### src/rtl/mem_access_pkg.sv
// Shared encodings for the memory-access stage: opcodes, load/store funct3 values,
// FSM states and the alignment/width legality check.
package mem_access_pkg;

    localparam logic [6:0] OP_LOAD   = 7'b0000011;
    localparam logic [6:0] OP_STORE  = 7'b0100011;
    localparam logic [6:0] OP_BRANCH = 7'b1100011;

    localparam logic [2:0] F3_LB  = 3'b000;
    localparam logic [2:0] F3_LH  = 3'b001;
    localparam logic [2:0] F3_LW  = 3'b010;
    localparam logic [2:0] F3_LBU = 3'b100;
    localparam logic [2:0] F3_LHU = 3'b101;
    localparam logic [2:0] F3_SB  = 3'b000;
    localparam logic [2:0] F3_SH  = 3'b001;
    localparam logic [2:0] F3_SW  = 3'b010;

    typedef enum logic [1:0] {
        ST_IDLE   = 2'd0,
        ST_ACCESS = 2'd1,
        ST_DONE   = 2'd2
    } state_t;

    // Returns 1 when the access is misaligned or uses a width code the op cannot take.
    function automatic logic access_fault(input logic is_store, input logic [2:0] funct3,
                                          input logic [1:0] offset);
        logic ok;
        case (funct3)
            F3_LB:   ok = 1'b1;
            F3_LH:   ok = ~offset[0];
            F3_LW:   ok = (offset == 2'b00);
            F3_LBU:  ok = ~is_store;
            F3_LHU:  ok = ~is_store & ~offset[0];
            default: ok = 1'b0;
        endcase
        return ~ok;
    endfunction

endpackage

### src/rtl/mem_access_if.sv
// Data-memory bus between the memory-access stage (master) and the data memory (slave).
interface mem_access_if;
    logic        dmem_req;
    logic        dmem_we;
    logic [31:0] dmem_addr;
    logic [3:0]  dmem_be;
    logic [31:0] dmem_wdata;
    logic        dmem_ack;
    logic [31:0] dmem_rdata;

    modport master (
        output dmem_req, dmem_we, dmem_addr, dmem_be, dmem_wdata,
        input  dmem_ack, dmem_rdata
    );

    modport slave (
        input  dmem_req, dmem_we, dmem_addr, dmem_be, dmem_wdata,
        output dmem_ack, dmem_rdata
    );
endinterface

### src/rtl/mem_access_load_format.sv
// Picks the addressed byte/halfword out of a read word and extends it per the load width.
module mem_load_format
    import mem_access_pkg::*;
(
    input  logic [31:0] rdata,
    input  logic [1:0]  offset,
    input  logic [2:0]  funct3,
    output logic [31:0] data
);

    logic        [7:0]  byte_sel;
    logic        [15:0] half_sel;
    logic signed [7:0]  byte_s;
    logic signed [15:0] half_s;
    logic signed [31:0] byte_sext;
    logic signed [31:0] half_sext;

    always_comb begin
        byte_sel  = rdata[{offset, 3'b000} +: 8];
        half_sel  = offset[1] ? rdata[31:16] : rdata[15:0];
        byte_s    = signed'(byte_sel);
        half_s    = signed'(half_sel);
        byte_sext = byte_s;
        half_sext = half_s;
        case (funct3)
            F3_LB:   data = byte_sext;
            F3_LH:   data = half_sext;
            F3_LBU:  data = {24'h0, byte_sel};
            F3_LHU:  data = {16'h0, half_sel};
            default: data = rdata;
        endcase
    end

endmodule

### src/rtl/mem_access.sv
// Memory-access pipeline stage: passes ALU results through in one cycle and runs
// loads/stores over a req/ack data-memory bus, stalling upstream while the access is open.
module mem_access
    import mem_access_pkg::*;
#(
    parameter logic [6:0] LOAD_OP  = OP_LOAD,
    parameter logic [6:0] STORE_OP = OP_STORE
) (
    input  logic        clock,
    input  logic        reset,

    input  logic        valid_in,
    input  logic [31:0] pc_in,
    input  logic [6:0]  opcode_in,
    input  logic [2:0]  funct3_in,
    input  logic [4:0]  rd_in,
    input  logic [31:0] alu_res_in,
    input  logic [31:0] reg_2_in,
    output logic        stall,

    mem_access_if.master dmem,

    output logic        valid_out,
    output logic [31:0] pc_out,
    output logic [4:0]  rd_out,
    output logic [31:0] wb_data_out,
    output logic        reg_write_out,
    output logic        fault_out
);

    state_t      state_q, state_d;
    logic [31:0] addr_q, addr_d;
    logic [2:0]  funct3_q, funct3_d;
    logic [4:0]  rd_q, rd_d;
    logic [31:0] pc_q, pc_d;
    logic [31:0] data_q, data_d;
    logic        is_store_q, is_store_d;

    logic        valid_out_q, valid_out_d;
    logic [31:0] pc_out_q, pc_out_d;
    logic [4:0]  rd_out_q, rd_out_d;
    logic [31:0] wb_data_q, wb_data_d;
    logic        reg_write_q, reg_write_d;
    logic        fault_q, fault_d;

    logic        is_load_in, is_store_in, is_mem_in, fault_in;
    logic [3:0]  store_be;
    logic [31:0] store_wdata;
    logic [31:0] load_data;

    mem_load_format u_load_format (
        .rdata  (dmem.dmem_rdata),
        .offset (addr_q[1:0]),
        .funct3 (funct3_q),
        .data   (load_data)
    );

    // Byte lanes and replicated write data come from the captured request only.
    always_comb begin
        case (funct3_q[1:0])
            2'b00: begin
                store_be    = 4'b0001 << addr_q[1:0];
                store_wdata = {4{data_q[7:0]}};
            end
            2'b01: begin
                store_be    = addr_q[1] ? 4'b1100 : 4'b0011;
                store_wdata = {2{data_q[15:0]}};
            end
            default: begin
                store_be    = 4'b1111;
                store_wdata = data_q;
            end
        endcase
    end

    always_comb begin
        is_load_in  = valid_in && (opcode_in == LOAD_OP);
        is_store_in = valid_in && (opcode_in == STORE_OP);
        is_mem_in   = is_load_in || is_store_in;
        fault_in    = is_mem_in && access_fault(is_store_in, funct3_in, alu_res_in[1:0]);

        state_d     = state_q;
        addr_d      = addr_q;
        funct3_d    = funct3_q;
        rd_d        = rd_q;
        pc_d        = pc_q;
        data_d      = data_q;
        is_store_d  = is_store_q;
        valid_out_d = 1'b0;
        reg_write_d = 1'b0;
        fault_d     = 1'b0;
        pc_out_d    = pc_out_q;
        rd_out_d    = rd_out_q;
        wb_data_d   = wb_data_q;
        stall       = 1'b0;
        dmem.dmem_req = 1'b0;

        case (state_q)
            ST_IDLE: begin
                if (valid_in && !is_mem_in) begin
                    valid_out_d = 1'b1;
                    pc_out_d    = pc_in;
                    rd_out_d    = rd_in;
                    wb_data_d   = alu_res_in;
                    reg_write_d = (rd_in != 5'd0) && (opcode_in != OP_BRANCH);
                end else if (fault_in) begin
                    valid_out_d = 1'b1;
                    fault_d     = 1'b1;
                    pc_out_d    = pc_in;
                    rd_out_d    = rd_in;
                    wb_data_d   = 32'h0;
                end else if (is_mem_in) begin
                    stall      = 1'b1;
                    addr_d     = alu_res_in;
                    funct3_d   = funct3_in;
                    rd_d       = rd_in;
                    pc_d       = pc_in;
                    data_d     = reg_2_in;
                    is_store_d = is_store_in;
                    state_d    = ST_ACCESS;
                end
            end
            ST_ACCESS: begin
                stall         = 1'b1;
                dmem.dmem_req = 1'b1;
                if (dmem.dmem_ack) begin
                    valid_out_d = 1'b1;
                    pc_out_d    = pc_q;
                    rd_out_d    = rd_q;
                    wb_data_d   = is_store_q ? 32'h0 : load_data;
                    reg_write_d = !is_store_q && (rd_q != 5'd0);
                    state_d     = ST_DONE;
                end
            end
            // Upstream is released here; whatever it still presents was already consumed.
            ST_DONE: state_d = ST_IDLE;
            default: state_d = ST_IDLE;
        endcase
    end

    always_ff @(posedge clock) begin
        if (reset) begin
            state_q     <= ST_IDLE;
            addr_q      <= 32'h0;
            funct3_q    <= 3'h0;
            rd_q        <= 5'h0;
            pc_q        <= 32'h0;
            data_q      <= 32'h0;
            is_store_q  <= 1'b0;
            valid_out_q <= 1'b0;
            pc_out_q    <= 32'h0;
            rd_out_q    <= 5'h0;
            wb_data_q   <= 32'h0;
            reg_write_q <= 1'b0;
            fault_q     <= 1'b0;
        end else begin
            state_q     <= state_d;
            addr_q      <= addr_d;
            funct3_q    <= funct3_d;
            rd_q        <= rd_d;
            pc_q        <= pc_d;
            data_q      <= data_d;
            is_store_q  <= is_store_d;
            valid_out_q <= valid_out_d;
            pc_out_q    <= pc_out_d;
            rd_out_q    <= rd_out_d;
            wb_data_q   <= wb_data_d;
            reg_write_q <= reg_write_d;
            fault_q     <= fault_d;
        end
    end

    assign dmem.dmem_we    = (state_q == ST_ACCESS) && is_store_q;
    assign dmem.dmem_addr  = {addr_q[31:2], 2'b00};
    assign dmem.dmem_be    = is_store_q ? store_be : 4'b1111;
    assign dmem.dmem_wdata = store_wdata;

    assign valid_out     = valid_out_q;
    assign pc_out        = pc_out_q;
    assign rd_out        = rd_out_q;
    assign wb_data_out   = wb_data_q;
    assign reg_write_out = reg_write_q;
    assign fault_out     = fault_q;

endmodule

### src/flat_wrapper.sv
// flat-port wrapper written by rule: the top's interface ports become plain ports
module mem_access_flat import mem_access_pkg::*;
#(
    parameter logic [6:0] LOAD_OP  = OP_LOAD,
    parameter logic [6:0] STORE_OP = OP_STORE
)
  (clock, reset, valid_in, pc_in, opcode_in, funct3_in, rd_in, alu_res_in, reg_2_in, stall, valid_out, pc_out, rd_out, wb_data_out, reg_write_out, fault_out, dmem_dmem_req, dmem_dmem_we, dmem_dmem_addr, dmem_dmem_be, dmem_dmem_wdata, dmem_dmem_ack, dmem_dmem_rdata);
  mem_access_if dmem_i ();
  input  logic clock;
  input  logic reset;
  input  logic valid_in;
  input  logic [31:0] pc_in;
  input  logic [6:0] opcode_in;
  input  logic [2:0] funct3_in;
  input  logic [4:0] rd_in;
  input  logic [31:0] alu_res_in;
  input  logic [31:0] reg_2_in;
  output logic stall;
  output logic valid_out;
  output logic [31:0] pc_out;
  output logic [4:0] rd_out;
  output logic [31:0] wb_data_out;
  output logic reg_write_out;
  output logic fault_out;
  output wire logic [$bits(dmem_i.dmem_req)-1:0] dmem_dmem_req;
  output wire logic [$bits(dmem_i.dmem_we)-1:0] dmem_dmem_we;
  output wire logic [$bits(dmem_i.dmem_addr)-1:0] dmem_dmem_addr;
  output wire logic [$bits(dmem_i.dmem_be)-1:0] dmem_dmem_be;
  output wire logic [$bits(dmem_i.dmem_wdata)-1:0] dmem_dmem_wdata;
  input wire logic [$bits(dmem_i.dmem_ack)-1:0] dmem_dmem_ack;
  input wire logic [$bits(dmem_i.dmem_rdata)-1:0] dmem_dmem_rdata;
  assign dmem_dmem_req = dmem_i.dmem_req;
  assign dmem_dmem_we = dmem_i.dmem_we;
  assign dmem_dmem_addr = dmem_i.dmem_addr;
  assign dmem_dmem_be = dmem_i.dmem_be;
  assign dmem_dmem_wdata = dmem_i.dmem_wdata;
  assign dmem_i.dmem_ack = dmem_dmem_ack;
  assign dmem_i.dmem_rdata = dmem_dmem_rdata;
  mem_access #(.LOAD_OP(LOAD_OP), .STORE_OP(STORE_OP)) u_core (.clock(clock), .reset(reset), .valid_in(valid_in), .pc_in(pc_in), .opcode_in(opcode_in), .funct3_in(funct3_in), .rd_in(rd_in), .alu_res_in(alu_res_in), .reg_2_in(reg_2_in), .stall(stall), .dmem(dmem_i), .valid_out(valid_out), .pc_out(pc_out), .rd_out(rd_out), .wb_data_out(wb_data_out), .reg_write_out(reg_write_out), .fault_out(fault_out));
endmodule
### config.mk
export PLATFORM = sky130hd
export DESIGN_NAME = mem_access_flat
export DESIGN_NICKNAME = d
export VERILOG_FILES = /design/src/rtl/mem_access_pkg.sv /design/src/rtl/mem_access_if.sv /design/src/rtl/mem_access_load_format.sv /design/src/rtl/mem_access.sv /design/src/flat_wrapper.sv
export SDC_FILE = /design/constraint.sdc
export NUM_CORES = 1
export LEC_CHECK = 0
export BUFFER_PORTS_ARGS = -buffer_cell sky130_fd_sc_hd__buf_2
export CORE_MARGIN = 4
export CORE_UTILIZATION = 50
export DETAILED_ROUTE_END_ITERATION = 6
export PLACE_DENSITY = 0.89
export SYNTH_ARGS = -nofsm -noshare
export SYNTH_HDL_FRONTEND = slang
export SYNTH_SLANG_ARGS = --single-unit
### constraint.sdc
create_clock -name clock -period 3.7 [get_ports clock]
set_clock_uncertainty 0.1 [all_clocks]
set_input_delay 0.925 -clock clock [delete_from_list [all_inputs] [get_ports clock]]
set_output_delay 0.925 -clock clock [all_outputs]
set_load 0.03 [all_outputs]
Word level (Yosys, flattened, before mapping)
Cells that the tools add are included.

Equal/unequal tests: 17. Shift-type cells: 2. Muxes and demuxes: 37. Bitwise operators: 7. Reduce and logical (&&, ||, !) cells: 22.

Operators with widths (count): $mux W32 (7); $pmux W32 S2 (3); $pmux W32 S4 (1); $shiftx A32 B6 Y8 (1); $mux W16 (1); $mux W5 (3); $eq A3 B3 Y1 const B (4); $pmux W5 S2 (1); $reduce_bool A5 Y1 (2); $mux W1 (9); $mux W2 (4); $mux W4 (2); $pmux W4 S2 (1); $reduce_and A4 Y1 (2); $eq A7 B2 Y1 const B (1); $eq A7 B6 Y1 const B (1); $logic_and A1 B1 Y1 (7); $ne A7 B7 Y1 const B (1); $eq A3 B1 Y1 const B (2); $logic_not A2 Y1 (3); $logic_not A3 Y1 (2); $ne A2 B2 Y1 const B (3); $not A1 Y1 (6); $pmux W1 S2 (3); other kinds (13) (15).

Bits in registers: 179. Input port bits: 147.

Depth between registers and ports, before layout
Gate-level depths: netlist of run 1.

Word-level depth: 10. Mapped depth: 8. Gate-level depth less buffers: 6.

By module
A second synthesis of run 1 with hierarchy kept.

Cell total of the unflattened synthesis: 1062. Area, all modules: 8768.4 µm².

By module, submodules not included: mem_access (instances 1, cells each 944, area each 8007.7 µm²); mem_load_format (instances 1, cells each 118, area each 760.7 µm²).

Worst setup path before layout of run 1
Ideal clock, no wire load.

Kind: input port to output port. Start: input opcode_in[1]. End: output stall. Arrival time: 2096 ps. Path slack: 579 ps. Stages: 5. Path buffers: 1. Cells stage by stage: nand2_1 > nor4b_4 > nand3_2 > clkbuf_1 > nand2_1.

Word-level cells in the longest chain between the ends: 10. Elaborated cells between the ends (all ways): 16. Those cells by class: eq/ne: 2; mux: 5; bitwise: 3; reduce/logical: 6.

Ends and longest elaborated chain: from (decl) (RTL line flat_wrapper.sv:13) `input logic [6:0] opcode_in;`; $eq A7 B6 Y1 (RTL line mem_access.sv:78) `is_store_in = valid_in && (opcode_in == STORE_OP);`; $logic_and A1 B1 Y1 (RTL line mem_access.sv:78); $not A1 Y1 (RTL line mem_access_pkg.sv:32, mem_access_pkg.sv:33); $and A1 B1 Y1 (RTL line mem_access_pkg.sv:33) `F3_LHU: ok = ~is_store & ~offset[0];`; $pmux W1 S5 (RTL line mem_access_pkg.sv:28) `case (funct3)`; $not A1 Y1 (RTL line mem_access_pkg.sv:36) `return ~ok;`; $logic_and A1 B1 Y1 (RTL line mem_access.sv:80) `fault_in = is_mem_in && access_fault(is_store_in, funct3_in, alu_res_in[1:0]);`; $mux W1 (RTL line mem_access.sv:106) `end else if (fault_in) begin`; $mux W1 * (RTL line mem_access.sv:100) `if (valid_in && !is_mem_in) begin`; $pmux W1 S2 * (RTL line mem_access.sv:98) `case (state_q)`; to (decl) (RTL line flat_wrapper.sv:18) `output logic stall;`.

Every way passes the cells marked *; elsewhere a longest branch is shown, timed or not.

Worst setup path in the final report of run 1
Start: input funct3_in[0]. End: output stall.

Word-level cells in the longest chain between the ends: 7. Elaborated cells between the ends (all ways): 11. Those cells by class: eq/ne: 4; mux: 4; bitwise: 1; reduce/logical: 2.

Ends and longest elaborated chain: from (decl) (RTL line flat_wrapper.sv:14) `input logic [2:0] funct3_in;`; $eq A3 B3 Y1, or another cell as far along (RTL line mem_access_pkg.sv:28); $pmux W1 S5 * (RTL line mem_access_pkg.sv:28); $not A1 Y1 * (RTL line mem_access_pkg.sv:36); $logic_and A1 B1 Y1 * (RTL line mem_access.sv:80); $mux W1 * (RTL line mem_access.sv:106); $mux W1 * (RTL line mem_access.sv:100); $pmux W1 S2 * (RTL line mem_access.sv:98).

Marked as above.

==> results.toml, run 1 <==
[critical_path]
path_depth = 7
cpMaxStageDelayCell = "a221o_1"
critical_path_class = "in2out"
end_kind = "output port"
crit_fanout = 4
max_stage_delay_ns = 0.39
cp.required_ns = 2.67
rrSetupSlack_ns = 0.79
cp_top_family = "buffers and inverters"
crit_top_cell = "buf_2"
reg2reg_depth = 7
cp-start-kind = "primary input"
crit_arrival_ns = 2.17
cp_cell_sequence = "buf_2 > a221o_1 > o41ai_4 > buf_4 > nand3_4 > nand2_1 > buf_2"
path_buf_inv = 3

[pwr]
power_density_mw_per_mm2 = 429
ir_worst_vdd_mv = 0.287
p_total_uw = 4200
leakage_uw = 0.00408

[clocking]
cts_buffers = 17
root_buffer = "clkbuf_16"
hold_buffers = 0
cts.sinks = 179
cts_tree = "done"
clock_latency_ns = 0.42
post_cts_buffers = 0
ctsResizeCount = 0
clk_pin_slew_ns = 0.06
clock_path_buffers = 2
htreeDepth = 4

[yosys]
synth_area_mm2 = 0.00801
syn-mean-instance-area_um2 = 7.86
synth_edf_count = 0
synth.distinct_cells = 42
asyncSetResetFlopFracSynth = 0
ys_seq_elements = 179
netlist_instances = 1020
yosys_warnings = 0
synthFlopType = "dfxtp_1"
yosysSeqAreaShare = 0.447

[run]
cap_viol_max_count = 0

[global_route]
grt_max_degree = 95
gr-total-overflow = 0
grt.total_usage = 0.261
grt_pass1_wl_um = 38100
grt_pass1_vias = 7483
antenna_found_initial = 1

[sta]
fmax_ghz = 0.313
worst_pin_slew_ns = 0.769
fin_crit_sh = 0.863
relSlewSlack = 0.486
hold_viol_final = 0
tns_ns = 0
fin_crit_ns = 3.19
rsz0062_at_grt = "false"
setup_violations = 0
slew_viol_final = 0

[placement]
port_buffers = 287
gp_congestion = 0.845
hpwl_um = 17400
post-place-cells = 1416

[detailed_routing]
drt_pass1_iterations = 5
drcViolationCount = 0
drt_iter0_drc = 569
wl_per_cell_um = 16.9
vias = 8000
wl_um = 24400
drt.antenna.violating_nets = 0
viasPerCell = 5.53

[finish]
drive_gt1_frac = 0.296
area_delta_synth_final_pct = 22.0
n_antenna_cell = 0
fin_nets = 1366
fillers = 1356
stdcell_count = 1447

[worst_hold_path]
holdPathStages = 2
hold_path_class = "reg2reg"

[status]
status = "complete, no violations"

[floorplanning]
rows = 46
chipHeight_um = 135
initial_utilization = 0.508
die_area_mm2 = 0.0181
num_io_pins = 290
die_width_um = 135
core-area_mm2 = 0.0158
## report_power, final
group,internal [µW],switching (µW)
combinational,157,302
sequential,1980,28.3
clock,966,762
total,3100,1090
## cell families (layout without fill, tap and decap cells)
family          after synthesis  in the layout  share of synthesized area
simple gates                431            431                      0.214
compound gates              248            248                      0.205
flops                       179            179                      0.447
buf+inv                     127            337                     0.0881
mux                          34             34                     0.0457
other cells                   1              2                   0.000468
## path summary, 6_finish.rpt
kind | startpoint | endpoint
worst min register to register | u_core.addr_q[3] | u_core.addr_q[3]
worst max-delay path | funct3_in[0] | stall
worst max register to register | u_core.state_q[1] | u_core.pc_out[5]
worst min-delay path | u_core.addr_q[3] | u_core.addr_q[3]
## area by class of cell
class                           instances  area [µm²]  area share
Multi-Input combinational cell        715        3740       0.383
Inverter                                4        15.0     0.00154
Clock buffer                           21         460      0.0471
Timing Repair Buffer                  302        1610       0.164
Tap cell                              216         270      0.0276
Clock inverter                         10         101      0.0104
Sequential cell                       179        3580       0.366
## cells in the mapped netlist, types with 6 or more instances
cell type	count	area share
nand2_1	328	0.15
dfxtp_1	179	0.45
a21oi_1	111	0.069
nor2_1	79	0.037
a311oi_1	64	0.070
clkbuf_1	52	0.024
buf_4	42	0.039
o21ai_0	38	0.024
buf_2	21	0.013
mux2_2	21	0.030
mux2i_1	13	0.016
a211oi_1	10	0.0094
buf_6	6	0.0084
o221ai_1	6	0.0066
## cell usage in the layout (no fill, tap or decap), drive strengths merged, types with 4 or more instances in the layout
master	n
clkinv	4
nand2b	4
nor3b	4
nor2	79
o221ai	6
a2bb2oi	4
inv	6
nand2	328
clkbuf	21
o21ai	38
a211oi	10
mux2i	13
buf	302
a21oi	111
a311oi	64
o32a	4
o211ai	5
dfxtp	179
mux2	21
## flip-flops by register name (all words and copies together), names as in the netlist
register              flops
u_core.fault_out          1
u_core.reg_write_out      1
u_core.valid_out          1
u_core.pc_q              32
u_core.funct3_q           3
u_core.data_q            32
u_core.addr_q            32
u_core.is_store_q         1
u_core.wb_data_out       32
u_core.state_q            2
u_core.rd_q               5
u_core.rd_out             5
u_core.pc_out            32
## worst reg2reg max path, stage by stage (launching register included)
cell	delay (ns)
dfxtp_1	0.33
nand2b_4	0.38
inv_2	0.44
nand2_1	0.22
a31oi_4	0.53
buf_12	0.37
nor2_1	0.12
a311oi_1	0.32
## stage by stage
step                      utilization  setup WS [ns]  instance area [µm²]  hold slack, ns
after floorplan                     -          0.579                 8020           0.333
after global placement          0.584          0.520                 9220           0.338
after detailed placement        0.584          0.447                 9220           0.344
after CTS                       0.620          0.492                 9780           0.353
after global routing            0.620          0.424                 9780           0.369
final                           0.620          0.506                 9780           0.351
## metal layers
| metal | wire length, µm | track usage | vias to the layer above |
|---|---|---|---|
| met5 | 7 | 0 | - |
| met3 | 2030 | 0.0682 | 50 |
| met2 | 11800 | 0.440 | 367 |
| li1 | - | - | 3842 |
| met1 | 9850 | 0.322 | 3739 |
| met4 | 697 | 0.0945 | 2 |
Power figures use the tool's default switching activity.
==> run 2, diff against run 1 <==
--- a/config.mk
+++ b/config.mk
@@ -5,11 +5,12 @@
 export SDC_FILE = /design/constraint.sdc
 export NUM_CORES = 1
 export LEC_CHECK = 0
-export BUFFER_PORTS_ARGS = -buffer_cell sky130_fd_sc_hd__buf_2
 export CORE_MARGIN = 4
 export CORE_UTILIZATION = 50
+export CTS_CLUSTER_DIAMETER = 200
 export DETAILED_ROUTE_END_ITERATION = 6
-export PLACE_DENSITY = 0.89
+export DONT_BUFFER_PORTS = 1
+export PLACE_DENSITY = 0.74
 export SYNTH_ARGS = -nofsm -noshare
 export SYNTH_HDL_FRONTEND = slang
 export SYNTH_SLANG_ARGS = --single-unit
==> run 2 against run 1 <==
Sequential share of layout area grew 5.9 points; total power fell by 1.7%; largest cell class unchanged; sequential cell count unchanged; register-to-register slack better by 0.10 ns; combinational power shrank 67%; via count down 16%; final cell count is 19% lower; routed wire length decreased by 8.3%; utilization down 8.6 points; highest routed layer is now met4; clock-buffer cell count is 1 lower; non-clock buffer count is 278 lower; clock power grew 6%; largest power group unchanged.
==> results.toml, run 2 (synthesized netlist as in run 1, its figures left out) <==
[pwr]
seq_power_share = 0.516
ir_worst_vdd_mv = 0.289
p_comb_frac = 0.037
power_switching_uw = 1030
p_int_uw = 3100
power_density_mw_per_mm2 = 490
p_total_uw = 4120
p_clk_frac = 0.447
leakage_uw = 0.00285
swShare = 0.249

[sta]
fmax_ghz = 0.325
tns_ns = 0
slew_viol_final = 0
worst_pin_slew_ns = 1.15
hold_viol_final = 0
fin_crit_ns = 3.08
fin_crit_sh = 0.832
relSlewSlack = 0.235
setup_violations = 0
rsz0062_at_grt = "false"

[detailed_routing]
wl_um = 22400
drt_pass1_iterations = 5
drcViolationCount = 0
drt_iter0_drc = 569
wl_per_cell_um = 19.1
viasPerCell = 5.75
drt.antenna.violating_nets = 0
vias = 6731

[global_route]
gr-max-usage-layer = "met2"
grt_pass1_vias = 6293
grt_max_degree = 180
grt_pass1_wl_um = 34500
grt.total_usage = 0.238
antenna_found_initial = 0
grt_use_met1 = 0.280
grt_use_met3 = 0.109
gr-total-overflow = 0
grt.met2_usage = 0.385

[worst_hold_path]
hold_path_class = "reg2reg"

[finish]
fin_nets = 1088
fillers = 1508
drive_gt1_frac = 0.0922
area_delta_synth_final_pct = 5.07
layout_commonest_cell = "nand2_1"
final_cell_mix = "328 x nand2_1, 179 x dfxtp_1, 111 x a21oi_1"

[clocking]
clk_pin_slew_ns = 0.06
clock_path_buffers = 2
clock_latency_ns = 0.42
cts_buffers = 17
htreeDepth = 4
ctsResizeCount = 0
cts.sinks = 179
cts_tree = "done"
post_cts_buffers = 0
root_buffer = "clkbuf_16"
hold_buffers = 0

[critical_path]
cp-start-kind = "flip-flop"
cpMaxStageDelayCell = "nor2_1"
cp_cell_sequence = "nor2_1 > mux2_2"
cp.required_ns = 2.67
max_stage_delay_ns = 0.67
crit_fanout = 12
end_kind = "output port"
critical_path_class = "reg2out"
crit_arrival_ns = 2.05
rrSetupSlack_ns = 0.89

[placement]
gp_congestion = 0.811
hpwl_um = 15600
port_buffers = 0

[run]
cap_viol_max_count = 0

[floorplanning]
initial_utilization = 0.508
num_io_pins = 290
rows = 46
chipHeight_um = 135
die_width_um = 135
die_area_mm2 = 0.0181
core-area_mm2 = 0.0158

[status]
status = "complete, no violations"
==> run 2: final timing paths <==
path / start / end / cells after the start
max: u_core.funct3_q[0] / dmem_dmem_wdata[11] / 2
min: u_core.data_q[18] / u_core.data_q[18] / 2
max reg2reg: u_core.state_q[1] / u_core.pc_out[2] / 7
min reg2reg: u_core.data_q[18] / u_core.data_q[18] / 2
==> run 2: worst max-delay path: cells and delay by family (launching register included) <==
kind | cells | cell delay [ns]
mux | 1 | 0.51
flops | 1 | 0.44
simple gates | 1 | 0.67
==> run 2: per-stage QoR <==
stage / util / setup slack (ns) / instance area, µm² / std cells / hold WS, ns
floorplan: - / 0.579 / 8020 / 1021 / 0.333
global placement: 0.496 / 0.705 / 7820 / 1138 / 0.334
detailed placement: 0.496 / 0.702 / 7820 / 1138 / 0.340
CTS: 0.534 / 0.572 / 8420 / 1170 / 0.349
global route: 0.534 / 0.477 / 8420 / 1170 / 0.361
finish: 0.534 / 0.621 / 8420 / 1171 / 0.347
==> run 2: per-layer routing <==
| metal | routed length [µm] | up-vias |
|---|---|---|
| met5 | 0 | - |
| met4 | 555 | 0 |
| met3 | 2660 | 34 |
| met2 | 10600 | 312 |
| met1 | 8610 | 3100 |
| li1 | - | 3285 |
==> run 2: power groups by stage <==
stage               clock network, µW  registers (µW)  logic (µW)
global placement                    0            2170         148
CTS                              1880            2130         153
global route                     1950            2130         174
detailed placement                  0            2170         153
finish                           1840            2130         151
floorplan                           0            2150         156
==> run 2: cell type report <==
cell class	instances	area, µm²	share of cell area
Clock buffer	20	457	0.0542
Sequential cell	179	3580	0.426
Multi-Input combinational cell	715	3740	0.445
Antenna cell	1	2.50	0.000297
Tap cell	216	270	0.0321
Clock inverter	12	144	0.0171
Timing Repair Buffer	24	205	0.0244
Inverter	4	15.0	0.00178
